### src/rtl/sar_pkg.sv
// Shared encodings for the SAR conversion sequencer and the SAR conversion timer.
// Latency: n/a (constants only).
// Backpressure: n/a.
package sar_pkg;

  // State encoding on the StateP bus; the conversion timer decodes these same values.
  localparam logic [1:0] ST_IDLE    = 2'b00;
  localparam logic [1:0] ST_SAMPLE  = 2'b01;
  localparam logic [1:0] ST_CONVERT = 2'b10;
  localparam logic [1:0] ST_DONE    = 2'b11;

  // Default conversion width.
  localparam int SAR_NBITS_DEF = 8;

endpackage

### src/rtl/sar_approx_reg.sv
// Successive-approximation trial register: holds the DAC code plus a one-hot mask of the bit on trial.
// Latency: code updates on the edge after a load/step/write request; o_next_code is combinational.
// Backpressure: none; requests act on the next edge with priority clear > load-MSB > step > write.
module sar_approx_reg #(
  parameter int NBITS = 8
) (
  input  logic             i_clk,
  input  logic             i_rst_n,
  input  logic             i_clear,
  input  logic             i_load_msb,
  input  logic             i_step,
  input  logic             i_comp,
  input  logic             i_wr,
  input  logic [NBITS-1:0] i_wr_dat,
  output logic [NBITS-1:0] o_code,
  output logic [NBITS-1:0] o_next_code,
  output logic             o_last
);

  localparam logic [NBITS-1:0] MSB = NBITS'(1) << (NBITS - 1);

  logic [NBITS-1:0] r_code;
  logic [NBITS-1:0] r_mask;
  logic [NBITS-1:0] w_step_code;

  // Resolve the bit on trial from the comparator and raise the next lower trial bit.
  always_comb begin
    w_step_code = (r_code & ~r_mask) | (i_comp ? r_mask : '0) | (r_mask >> 1);
  end

  // Trial code and mask state.
  always_ff @(posedge i_clk or negedge i_rst_n) begin
    if (!i_rst_n) begin
      r_code <= '0;
      r_mask <= '0;
    end else if (i_clear) begin
      r_code <= '0;
      r_mask <= '0;
    end else if (i_load_msb) begin
      r_code <= MSB;
      r_mask <= MSB;
    end else if (i_step) begin
      r_code <= w_step_code;
      r_mask <= r_mask >> 1;
    end else if (i_wr) begin
      r_code <= i_wr_dat;
    end
  end

  assign o_code      = r_code;
  assign o_next_code = w_step_code;
  assign o_last      = r_mask[0];

endmodule

### src/rtl/sar_conv_sequencer.sv
// SAR ADC control sequencer: sample/convert FSM, DAC trial code, idle tracking with Inc/Dcr steps.
// Latency: Start edge to DataValid is SAMPLE_CYCLES+NBITS+1 edges; tracking steps every TRACK_DIV idle cycles.
// Backpressure: none; Start is only honoured in IDLE and is dropped (not queued) while Busy.
module sar_conv_sequencer
  import sar_pkg::*;
#(
  parameter int NBITS         = SAR_NBITS_DEF,
  parameter int SAMPLE_CYCLES = 4,
  parameter int TRACK_DIV     = 4
) (
  input  logic             ClockT,
  input  logic             ResetN,
  input  logic             Start,
  input  logic             TrackEn,
  input  logic             CompIn,
  output logic [NBITS-1:0] DacCode,
  output logic [1:0]       StateP,
  output logic             Inc,
  output logic             Dcr,
  output logic [NBITS-1:0] DataOut,
  output logic             DataValid,
  output logic             Busy
);

  localparam int SCW = (SAMPLE_CYCLES > 1) ? $clog2(SAMPLE_CYCLES) : 1;
  localparam int TDW = (TRACK_DIV > 1) ? $clog2(TRACK_DIV) : 1;
  localparam logic [SCW-1:0]   SMP_LAST = SCW'(SAMPLE_CYCLES - 1);
  localparam logic [TDW-1:0]   DIV_LAST = TDW'(TRACK_DIV - 1);
  localparam logic [NBITS-1:0] CODE_MAX = '1;

  logic [1:0]       r_state;
  logic [SCW-1:0]   r_smp_cnt;
  logic [TDW-1:0]   r_div_cnt;
  logic             r_have;
  logic [NBITS-1:0] r_data;
  logic             r_vld;
  logic             r_inc;
  logic             r_dcr;

  logic [NBITS-1:0] w_code;
  logic [NBITS-1:0] w_next_code;
  logic             w_last;
  logic             w_start;
  logic             w_trk_en;
  logic             w_trk_due;
  logic             w_up;
  logic             w_dn;
  logic             w_load_msb;
  logic             w_step;
  logic [NBITS-1:0] w_wr_dat;

  // Control decode: Start wins over a tracking step; tracking needs a prior result.
  always_comb begin
    w_start    = (r_state == ST_IDLE) && Start;
    w_trk_en   = (r_state == ST_IDLE) && !Start && TrackEn && r_have;
    w_trk_due  = w_trk_en && (r_div_cnt == DIV_LAST);
    w_up       = w_trk_due && CompIn && (w_code != CODE_MAX);
    w_dn       = w_trk_due && !CompIn && (w_code != '0);
    w_load_msb = (r_state == ST_SAMPLE) && (r_smp_cnt == SMP_LAST);
    w_step     = (r_state == ST_CONVERT);
    w_wr_dat   = w_up ? (w_code + NBITS'(1)) : (w_code - NBITS'(1));
  end

  sar_approx_reg #(
    .NBITS(NBITS)
  ) u_approx (
    .i_clk       (ClockT),
    .i_rst_n     (ResetN),
    .i_clear     (w_start),
    .i_load_msb  (w_load_msb),
    .i_step      (w_step),
    .i_comp      (CompIn),
    .i_wr        (w_up | w_dn),
    .i_wr_dat    (w_wr_dat),
    .o_code      (w_code),
    .o_next_code (w_next_code),
    .o_last      (w_last)
  );

  // Sample/convert state machine and sample-period counter.
  always_ff @(posedge ClockT or negedge ResetN) begin
    if (!ResetN) begin
      r_state   <= ST_IDLE;
      r_smp_cnt <= '0;
    end else begin
      case (r_state)
        ST_IDLE: begin
          if (Start) begin
            r_state   <= ST_SAMPLE;
            r_smp_cnt <= '0;
          end
        end
        ST_SAMPLE: begin
          r_smp_cnt <= r_smp_cnt + SCW'(1);
          if (r_smp_cnt == SMP_LAST) r_state <= ST_CONVERT;
        end
        ST_CONVERT: begin
          if (w_last) r_state <= ST_DONE;
        end
        default: r_state <= ST_IDLE;
      endcase
    end
  end

  // Tracking divider: free-runs only while idle tracking is allowed, reloads on each step.
  always_ff @(posedge ClockT or negedge ResetN) begin
    if (!ResetN) begin
      r_div_cnt <= '0;
    end else if (!w_trk_en || w_trk_due) begin
      r_div_cnt <= '0;
    end else begin
      r_div_cnt <= r_div_cnt + TDW'(1);
    end
  end

  // Result register and the one-cycle DataValid/Inc/Dcr pulses.
  always_ff @(posedge ClockT or negedge ResetN) begin
    if (!ResetN) begin
      r_data <= '0;
      r_have <= 1'b0;
      r_vld  <= 1'b0;
      r_inc  <= 1'b0;
      r_dcr  <= 1'b0;
    end else begin
      r_vld <= 1'b0;
      r_inc <= 1'b0;
      r_dcr <= 1'b0;
      if (w_step && w_last) begin
        r_data <= w_next_code;
        r_have <= 1'b1;
        r_vld  <= 1'b1;
      end else if (w_up || w_dn) begin
        r_data <= w_wr_dat;
        r_vld  <= 1'b1;
        r_inc  <= w_up;
        r_dcr  <= w_dn;
      end
    end
  end

  assign DacCode   = w_code;
  assign StateP    = r_state;
  assign Inc       = r_inc;
  assign Dcr       = r_dcr;
  assign DataOut   = r_data;
  assign DataValid = r_vld;
  assign Busy      = (r_state != ST_IDLE);

endmodule

### config.mk
export PLATFORM = sky130hd
export DESIGN_NAME = sar_conv_sequencer
export DESIGN_NICKNAME = d
export VERILOG_FILES = /design/src/rtl/sar_pkg.sv /design/src/rtl/sar_approx_reg.sv /design/src/rtl/sar_conv_sequencer.sv
export SDC_FILE = /design/constraint.sdc
export NUM_CORES = 1
export LEC_CHECK = 0
export CORE_AREA = 8 8 70 72
export DETAILED_ROUTE_END_ITERATION = 10
export DIE_AREA = 0 0 78 80
export PLACE_DENSITY = 0.8
export SETUP_SLACK_MARGIN = 0.2
export SLEW_MARGIN = 15
export SYNTH_ARGS = -nofsm -noshare
export SYNTH_HDL_FRONTEND = slang
export SYNTH_SLANG_ARGS = --single-unit
### constraint.sdc
create_clock -name ClockT -period 3.64 [get_ports ClockT]
set_input_delay 0.91 -clock ClockT [delete_from_list [all_inputs] [get_ports ClockT]]
set_output_delay 0.91 -clock ClockT [all_outputs]
set_load 0.03 [all_outputs]
# Word level (Yosys, flattened, before mapping)
# Index checks and enable logic that the tools add are counted.
# totals
reg_bits	34
latch_bits	0
inputBits	5
word_cells	76
out_inout_bits	22
ramBits	0
mem_bits_ro	0
n_memories	0
# classes
multipliers	0
n_addsub	4
n_lt_le_gt_ge	0
div_mod_pow	0
bitwise	5
shifts	0
n_reduce_logical	25
n_eq_ne	8
muxes	24
# op_table
operator	n
$mux W8	11
$logic_and A1 B1 Y1	11
$mux W2	5
$add A8 B1 Y8 const B	1
$and A8 B8 Y8	1
$ne A8 B8 Y1 const B	1
$not A8 Y8	1
$or A8 B7 Y8	1
$or A8 B8 Y8	1
$reduce_bool A8 Y1	1
$sub A8 B1 Y8 const B	1
$eq A2 B2 Y1 const B	3
$mux W1	6
$pmux W2 S3	1
$reduce_bool A2 Y1	3
$add A2 B1 Y2 const B	2
$ne A2 B1 Y1 const B	2
$pmux W2 S2	1
$reduce_bool A4 Y1	1
$logic_not A1 Y1	3
$reduce_and A3 Y1	1
$reduce_bool A3 Y1	1
$eq A2 B1 Y1 const B	1
$logic_not A2 Y1	1
other kinds (4)	5

# Depth between registers and ports, before layout
# Gate-level depths: netlist of the first run.
# logic_depth
word_depth	12
depth_mapped	12
mapped_depth_nobuf	12

# Cells and area by module
# Synthesis of the first run repeated with hierarchy kept, for this count alone.
# hier_totals
hier_cells	209
hier_area_um2	2177.1
# modules_own_cells
mod	cells_per_inst	area_per_inst_um2	instances
sar_conv_sequencer	129	1291.2	1
sar_approx_reg	80	885.8	1

# Worst setup path before layout of the first run
# Ideal clock, no wire load.
# synth_path
kind	input to register
from	in Start
to	reg r_data[6] (netlist: DataOut[6])
t_arrival_ns	2.935
path_slack_ns	0.561
required_ns	3.497
stages	9
setup_time_ns	0.143
cell_sequence	and4b_1 -> o2111ai_1 -> ha_1 -> nor2b_1 -> o21a_1 -> o21a_1 -> mux2_2 -> o21ai_0 -> a22oi_1
# synth_between
elab_chain_len	10
word_cells_on_any_way	14
# synth_rtl
element	line_no	text
from (decl)	sar_conv_sequencer.sv:13	input logic Start,
$logic_not A1 Y1 (*)	sar_conv_sequencer.sv:55	w_trk_en = (r_state == ST_IDLE) && !Start && TrackEn && r_have;
$logic_and A1 B1 Y1 (*) (3 in series)	sar_conv_sequencer.sv:55	
$logic_and A1 B1 Y1 (*)	sar_conv_sequencer.sv:56	w_trk_due = w_trk_en && (r_div_cnt == DIV_LAST);
$logic_and A1 B1 Y1 (2 in series)	sar_conv_sequencer.sv:57	w_up = w_trk_due && CompIn && (w_code != CODE_MAX);
$mux W8	sar_conv_sequencer.sv:61	w_wr_dat = w_up ? (w_code + NBITS'(1)) : (w_code - NBITS'(1));
$mux W8	sar_conv_sequencer.sv:132	end else if (w_up || w_dn) begin
$mux W8	sar_conv_sequencer.sv:128	if (w_step && w_last) begin
to (signal assigned)	sar_conv_sequencer.sv:129	r_data <= w_next_code;
to (signal assigned)	sar_conv_sequencer.sv:133	r_data <= w_wr_dat;
to (decl)	sar_conv_sequencer.sv:35	logic [NBITS-1:0] r_data;
# Mark *: on every way between the ends. The rest lies on a longest branch, timed or not. The select of a mux whose other input is x is not followed.
# A chain may end at the register's enable or synchronous reset.

# Worst setup path after layout of the first run
# layout_path
from	in Start
to	reg u_approx.r_code[7] (netlist: u_approx.o_code[7])
# layout_between
elab_chain_len	12
word_cells_on_any_way	17
# layout_rtl
element	line_no	text
$logic_not A1 Y1	sar_conv_sequencer.sv:55	
$logic_and A1 B1 Y1 (3 in series)	sar_conv_sequencer.sv:55	
$logic_and A1 B1 Y1	sar_conv_sequencer.sv:56	
$logic_and A1 B1 Y1 (2 in series)	sar_conv_sequencer.sv:57	
$mux W8	sar_conv_sequencer.sv:61	
$mux W8	sar_approx_reg.sv:45	end else if (i_wr) begin
$mux W8	sar_approx_reg.sv:42	end else if (i_step) begin
$mux W8	sar_approx_reg.sv:39	end else if (i_load_msb) begin
$mux W8	sar_approx_reg.sv:36	end else if (i_clear) begin
to (signal assigned)	sar_approx_reg.sv:43	r_code <= w_step_code;
to (signal assigned)	sar_approx_reg.sv:46	r_code <= i_wr_dat;
to (decl)	sar_approx_reg.sv:22	logic [NBITS-1:0] r_code;
# Parallel ways exist; a longest one is shown, timed or not. The select of a mux whose other input is x is not followed.

==> impl_metrics.ini, run 1 <==
[status]
status = finished, final reports clean

[routing]
drc = 0
vias = 1690
wl_per_cell_um = 16.60
via_per_inst = 5.930
ant_nets = 0
drt-initial-drc-count = 139
dr.pass1.iters = 6
wirelength_um = 4732

[cts]
cts.sinks = 34
clk_pin_slew_worst_paths_ps = 70
root_buffer = clkbuf_8
cts-htree-levels = 2
cts.path.max_buffers = 2
clock_latency_ps = 290
numCtsBuffers = 5
cts_tree = built
cts_repair_resize_count = 0
holdBufCountCts = 0
cts_setup_buffers = 0

[setup_path]
critical_path_depth = 11
worstPathRequired_ps = 3850
critPathCaptureType = register
cp_max_fo = 7
r2r_setup_slack_ps = 710
ff2ff_path_depth = 12
criticalPathCategory = primary input to register
slowest_delay_ps = 450
start_kind = primary input
critPathSlowestCell = clkdlybuf4s50_1
crit_path_frequent_cell = a211oi_2
path_cells = clkdlybuf4s50_1, and4b_1, o2111ai_1, buf_4, ha_1, a211oi_2, o21bai_1, o22ai_1, xnor2_1, o21ai_1, a211oi_2
crit_family = compound AO/OA/AOI/OAI gates
cp.arrival_ps = 3460
cp_num_buf_inv = 2

[grt]
antenna_found_initial = 0
grt_usage_pct = 16.16
grt_pass1_vias = 1742
grt_max_degree = 35
grt_overflow = 0
grt_first_pass_wirelength_um = 8176

[synth]
yosys.area.top_type = dfrtp_1
synth_edf_count = 0
synth-seq-cells = 34
syn_area_mm2 = 0.001997
syn_inst = 206
ys_types = 44
synthFlopType = dfrtp_1
yosysWarnings = 0
async_flop_share_pct = 100.0
seq_area_frac_synth_pct = 42.61
synth_top_area_share_pct = 42.61
synthTopCellsByArea = dfrtp_1 43%, a211oi_1 7.1%, ha_1 6.9%
avgSynthCellArea_um2 = 9.694
synth_nets = 223

[placement]
dp.final_hpwl_um = 3378
io_buffers = 26
dpl_cell_area_mm2 = 0.002290
place.gp.congestion = 0.9564

[finish]
antenna_cells = 0
fin_nets = 251
final_area_mm2 = 0.002405
drive_above_1_share_pct = 8.511
area_growth_pct = 20.43

[pwr]
power.share.clock_pct = 19.2
switchingPower_uw = 715.2
vdd_drop_max_uv = 507.1
p_seq_share_pct = 30.5
power_density_mw_per_mm2 = 714.0
leakage_nw = 1.087
swShare_pct = 41.65
combPwrFrac_pct = 50.2
p_int_mw = 1.002

[timing]
post-route-period-util_pct = 89.42
rsz0062_at_grt = true
max_slew_margin_pct = 56.44
finalHoldViolCount = 0
slew_viol_final = 0
tightest_slew_ps = 653.4
fin_skew_ps = 7.280
max_clock_freq_ghz = 0.3072
setup_viol = 0
min_period_ps = 3255
fin_tns_setup_ps = 0

[min_path]
hp-class = register to register
hold_depth = 1

[die]
die_x_um = 78
row_count = 23
initial_core_util_pct = 51.78
die_h_um = 80
ioPinCount = 27
core_mm2 = 0.003856
dieArea_mm2 = 0.006240

[flow_run]
max_cap_viol_count = 0
==> metrics by stage <==
stage / cells / hold WS, ps / total power, mW / setup WS [ps] / util, %
6_report: 285 / 448.2 / 1.717 / 385.2 / 62.36
5_1_grt: 285 / 456.1 / 1.836 / 188.0 / 62.36
4_1_cts: 285 / 452.2 / 1.711 / 356.0 / 62.23
3_5_place_dp: 277 / 442.4 / 1.373 / 60.20 / 59.38
3_3_place_gp: 277 / 428.5 / 1.354 / 129.3 / 59.38
2_1_floorplan: 206 / 414.5 / 1.124 / 561.4 / -
==> metal layers <==
metal	up-vias	share of wire, %	track usage [%]
li1	807	-	-
met5	-	0	0
met1	831	44	19.51
met2	41	48	25.56
met3	11	5.6	5.180
met4	0	2.4	7.778
==> cells in the mapped netlist (2+ instances only) <==
| library cell | n |
|---|---|
| nor2b_1 | 8 |
| nand4_1 | 2 |
| nand2b_1 | 3 |
| buf_6 | 2 |
| a21o_1 | 4 |
| o21a_1 | 2 |
| o21ai_0 | 10 |
| inv_1 | 10 |
| a22oi_1 | 2 |
| xnor2_1 | 2 |
| mux2i_1 | 8 |
| nor2_1 | 16 |
| dfrtp_1 | 34 |
| a211oi_1 | 19 |
| or3_1 | 2 |
| mux2_2 | 2 |
| and2_1 | 2 |
| o21ai_1 | 2 |
| buf_2 | 3 |
| nand2_1 | 11 |
| a21oi_1 | 19 |
| ha_1 | 11 |
| clkbuf_1 | 4 |
| nor3_1 | 8 |
==> worst paths after layout <==
path                              start                 end
max                               Start  u_approx.o_code[7]
min                        r_div_cnt[0]        r_div_cnt[0]
max reg2reg                   StateP[0]  u_approx.o_code[7]
min reg2reg                r_div_cnt[0]        r_div_cnt[0]
max in group asynchronous        ResetN        r_smp_cnt[1]
min in group asynchronous        ResetN          DataOut[2]
==> state kept, by name (all words and copies together), names as in the netlist <==
| name | count |
|---|---|
| u_approx.r_mask | 8 |
| Inc | 1 |
| Dcr | 1 |
| u_approx.o_code | 8 |
| DataValid | 1 |
| r_smp_cnt | 2 |
| r_div_cnt | 2 |
| r_have | 1 |
| DataOut | 8 |
| StateP | 2 |
==> area by class of cell <==
class                      instances  area [um2]
fill                             332        1451
multi-input combinational        152        1046
sequential                        34       850.8
timing repair buffer              31       297.8
clock buffer                       8       110.1
tap                               50       62.56
inverter                          10       37.54
==> power groups by stage <==
stage	clock, mW	combinational [mW]	sequential (mW)
3_3_place_gp	0	0.826	0.528
3_5_place_dp	0	0.846	0.527
4_1_cts	0.334	0.856	0.521
2_1_floorplan	0	0.525	0.599
6_report	0.331	0.863	0.524
5_1_grt	0.353	0.948	0.535
==> cell usage in the layout (no fill, tap or decap), types with 3 or more instances in the layout <==
cell type	count
clkdlybuf4s50_1	26
ha_1	11
inv_1	10
o21ai_0	9
dfrtp_1	34
a21oi_1	19
clkbuf_8	8
nand2b_1	3
o21ai_1	3
nor2_1	16
nand2_1	11
buf_4	5
nor2b_1	8
mux2i_1	8
a21o_1	4
a211oi_1	18
nor3_1	8
==> logic make-up after synthesis <==
| kind of cell | synth area share (%) |
|---|---|
| AND/OR/NAND/NOR | 15.92 |
| multiplexers | 5.138 |
| flip-flops | 42.61 |
| XOR/XNOR | 1.316 |
| AO/OA/AOI/OAI | 21.87 |
| buffers and inverters | 5.263 |
| adder cells (fa/ha/maj) | 7.895 |
Note: power is estimated with default switching activity, not from simulation.
==> run 2: changes to the inputs <==
Settings changed: PLACE_DENSITY 0.8 to 0.82.
==> run 2 against run 1 <==
Global-route usage decreased by 1.0 points. Count of clock-buffer cells in the layout is 1 lower. Die area unchanged. Largest power group unchanged.
==> impl_metrics.ini, run 2 (synthesized netlist as in run 1, its figures left out) <==
[grt]
grt_pass1_vias = 1625
grt_max_degree = 35
gr-usage-met3_pct = 3.716
use_met1_pct = 19.49
grt_first_pass_wirelength_um = 7686
met2_usage_pct = 23.06
grt_overflow = 0
busiest_layer = met2
antenna_found_initial = 0
grt_usage_pct = 15.13

[routing]
drc = 0
via_per_inst = 5.783
drt-initial-drc-count = 97
wirelength_um = 4389
dr.pass1.iters = 4
wl_per_cell_um = 15.35
vias = 1654
ant_nets = 0

[flow_run]
max_cap_viol_count = 0

[finish]
drive_above_1_share_pct = 8.051
fin_cells = 286
layout_common_cells = 34 x dfrtp_1, 26 x clkdlybuf4s50_1, 19 x a211oi_1, 19 x a21oi_1, 16 x nor2_1
final_area_mm2 = 0.002389
final_common_cell = dfrtp_1
fin_nets = 252
antenna_cells = 0
area_growth_pct = 19.61
fin_util_pct = 61.94

[timing]
tightest_slew_ps = 664.1
rsz0062_at_grt = false
setup_viol = 0
min_period_ps = 3238
fin_ws_ps = 402.0
fin_skew_ps = 4.367
max_clock_freq_ghz = 0.3088
slew_viol_final = 0
post-route-period-util_pct = 88.96
max_slew_margin_pct = 55.72
fin_tns_setup_ps = 0
finalHoldViolCount = 0

[setup_path]
critPathSlowestCell = clkdlybuf4s50_1
criticalPathCategory = primary input to register
path_cells = clkdlybuf4s50_1, and4b_1, o2111ai_1, buf_4, inv_1, fa_1, nor2b_1, o21a_1, o21a_1, mux2_2, o21ai_1, a22oi_1
endpoint = DataOut[6]
cp_max_fo = 9
start_kind = primary input
reg2reg_from = StateP[0]
cp_num_buf_inv = 3
startpoint = Start
worstPathRequired_ps = 3760
slowest_delay_ps = 470
cp.arrival_ps = 3360
crit_family = buffers and inverters
critPathCaptureType = register
timing.rr.end = u_approx.o_code[4]
critical_path_depth = 12
crit_path_frequent_cell = o21a_1
ff2ff_path_depth = 12
r2r_setup_slack_ps = 690

[cts]
cts_setup_buffers = 0
clk_pin_slew_worst_paths_ps = 70
holdBufCountCts = 0
clock_latency_ps = 280
cts.path.max_buffers = 2
cts-htree-levels = 2
cts.sinks = 34
numCtsBuffers = 5
cts_tree = built
root_buffer = clkbuf_8

[die]
ioPinCount = 27
core_mm2 = 0.003856
die_h_um = 80
initial_core_util_pct = 51.78
die_x_um = 78
dieArea_mm2 = 0.006240
row_count = 23

[min_path]
hp-class = register to register

[placement]
dp.final_hpwl_um = 3240
place.gp.congestion = 0.8133
placed_cells = 278
pre_cts_ws_ps = 55.78
io_buffers = 26
dpl_cell_area_mm2 = 0.002297

[pwr]
leakage_nw = 1.081
vdd_drop_max_uv = 402.1
power_density_mw_per_mm2 = 693.1

[status]
status = finished, final reports clean
-- run 2: cell types whose count changed in the layout (fill, tap and decap cells not counted), sizes merged --
cell	delta
clkbuf	-1
clkinv	+1
buf	+1
-- run 2: layout make-up --
| cell class | count | area, um2 |
|---|---|---|
| clock buffers | 7 | 86.33 |
| well taps | 50 | 62.56 |
| flip-flops and latches | 34 | 850.8 |
| multi-input cells | 152 | 1041 |
| repair buffers | 32 | 305.3 |
| inverters | 10 | 37.54 |
| clock inverters | 1 | 5.005 |
| fillers | 344 | 1468 |
-- run 2: timing repair --
item	CTS	global route
endpoints found under the hold margin	0	0
resized for setup	0	1
endpoints found under the setup margin	0	2
-- run 2: stage by stage --
| stage | power, mW | hold slack [ps] |
|---|---|---|
| 3_3_place_gp | 1.350 | 428.9 |
| 2_1_floorplan | 1.124 | 414.5 |
| 3_5_place_dp | 1.371 | 442.0 |
| 6_report | 1.656 | 441.3 |
| 5_1_grt | 1.781 | 469.6 |
| 4_1_cts | 1.664 | 451.3 |
-- run 2: worst min-delay path by stage --
stage | from | to | cells after the start
4_1_cts | r_div_cnt[0] | r_div_cnt[0] | 1
5_1_grt | r_div_cnt[0] | r_div_cnt[0] | 1
3_5_place_dp | r_div_cnt[0] | r_div_cnt[0] | 1
6_report | r_div_cnt[0] | r_div_cnt[0] | 1
3_3_place_gp | r_div_cnt[0] | r_div_cnt[0] | 1
2_1_floorplan | r_div_cnt[0] | r_div_cnt[0] | 1
-- run 2: routing by layer --
layer | wire length, um | vias to the layer above
li1 | - | 815
met1 | 2114 | 797
met2 | 1970 | 29
met3 | 172 | 13
met4 | 133 | 0
met5 | 0 | -
-- run 2: report_power, final --
part           switching, mW  internal [mW]
clock network          0.131          0.152
logic                  0.484          0.365
registers             0.0802          0.443
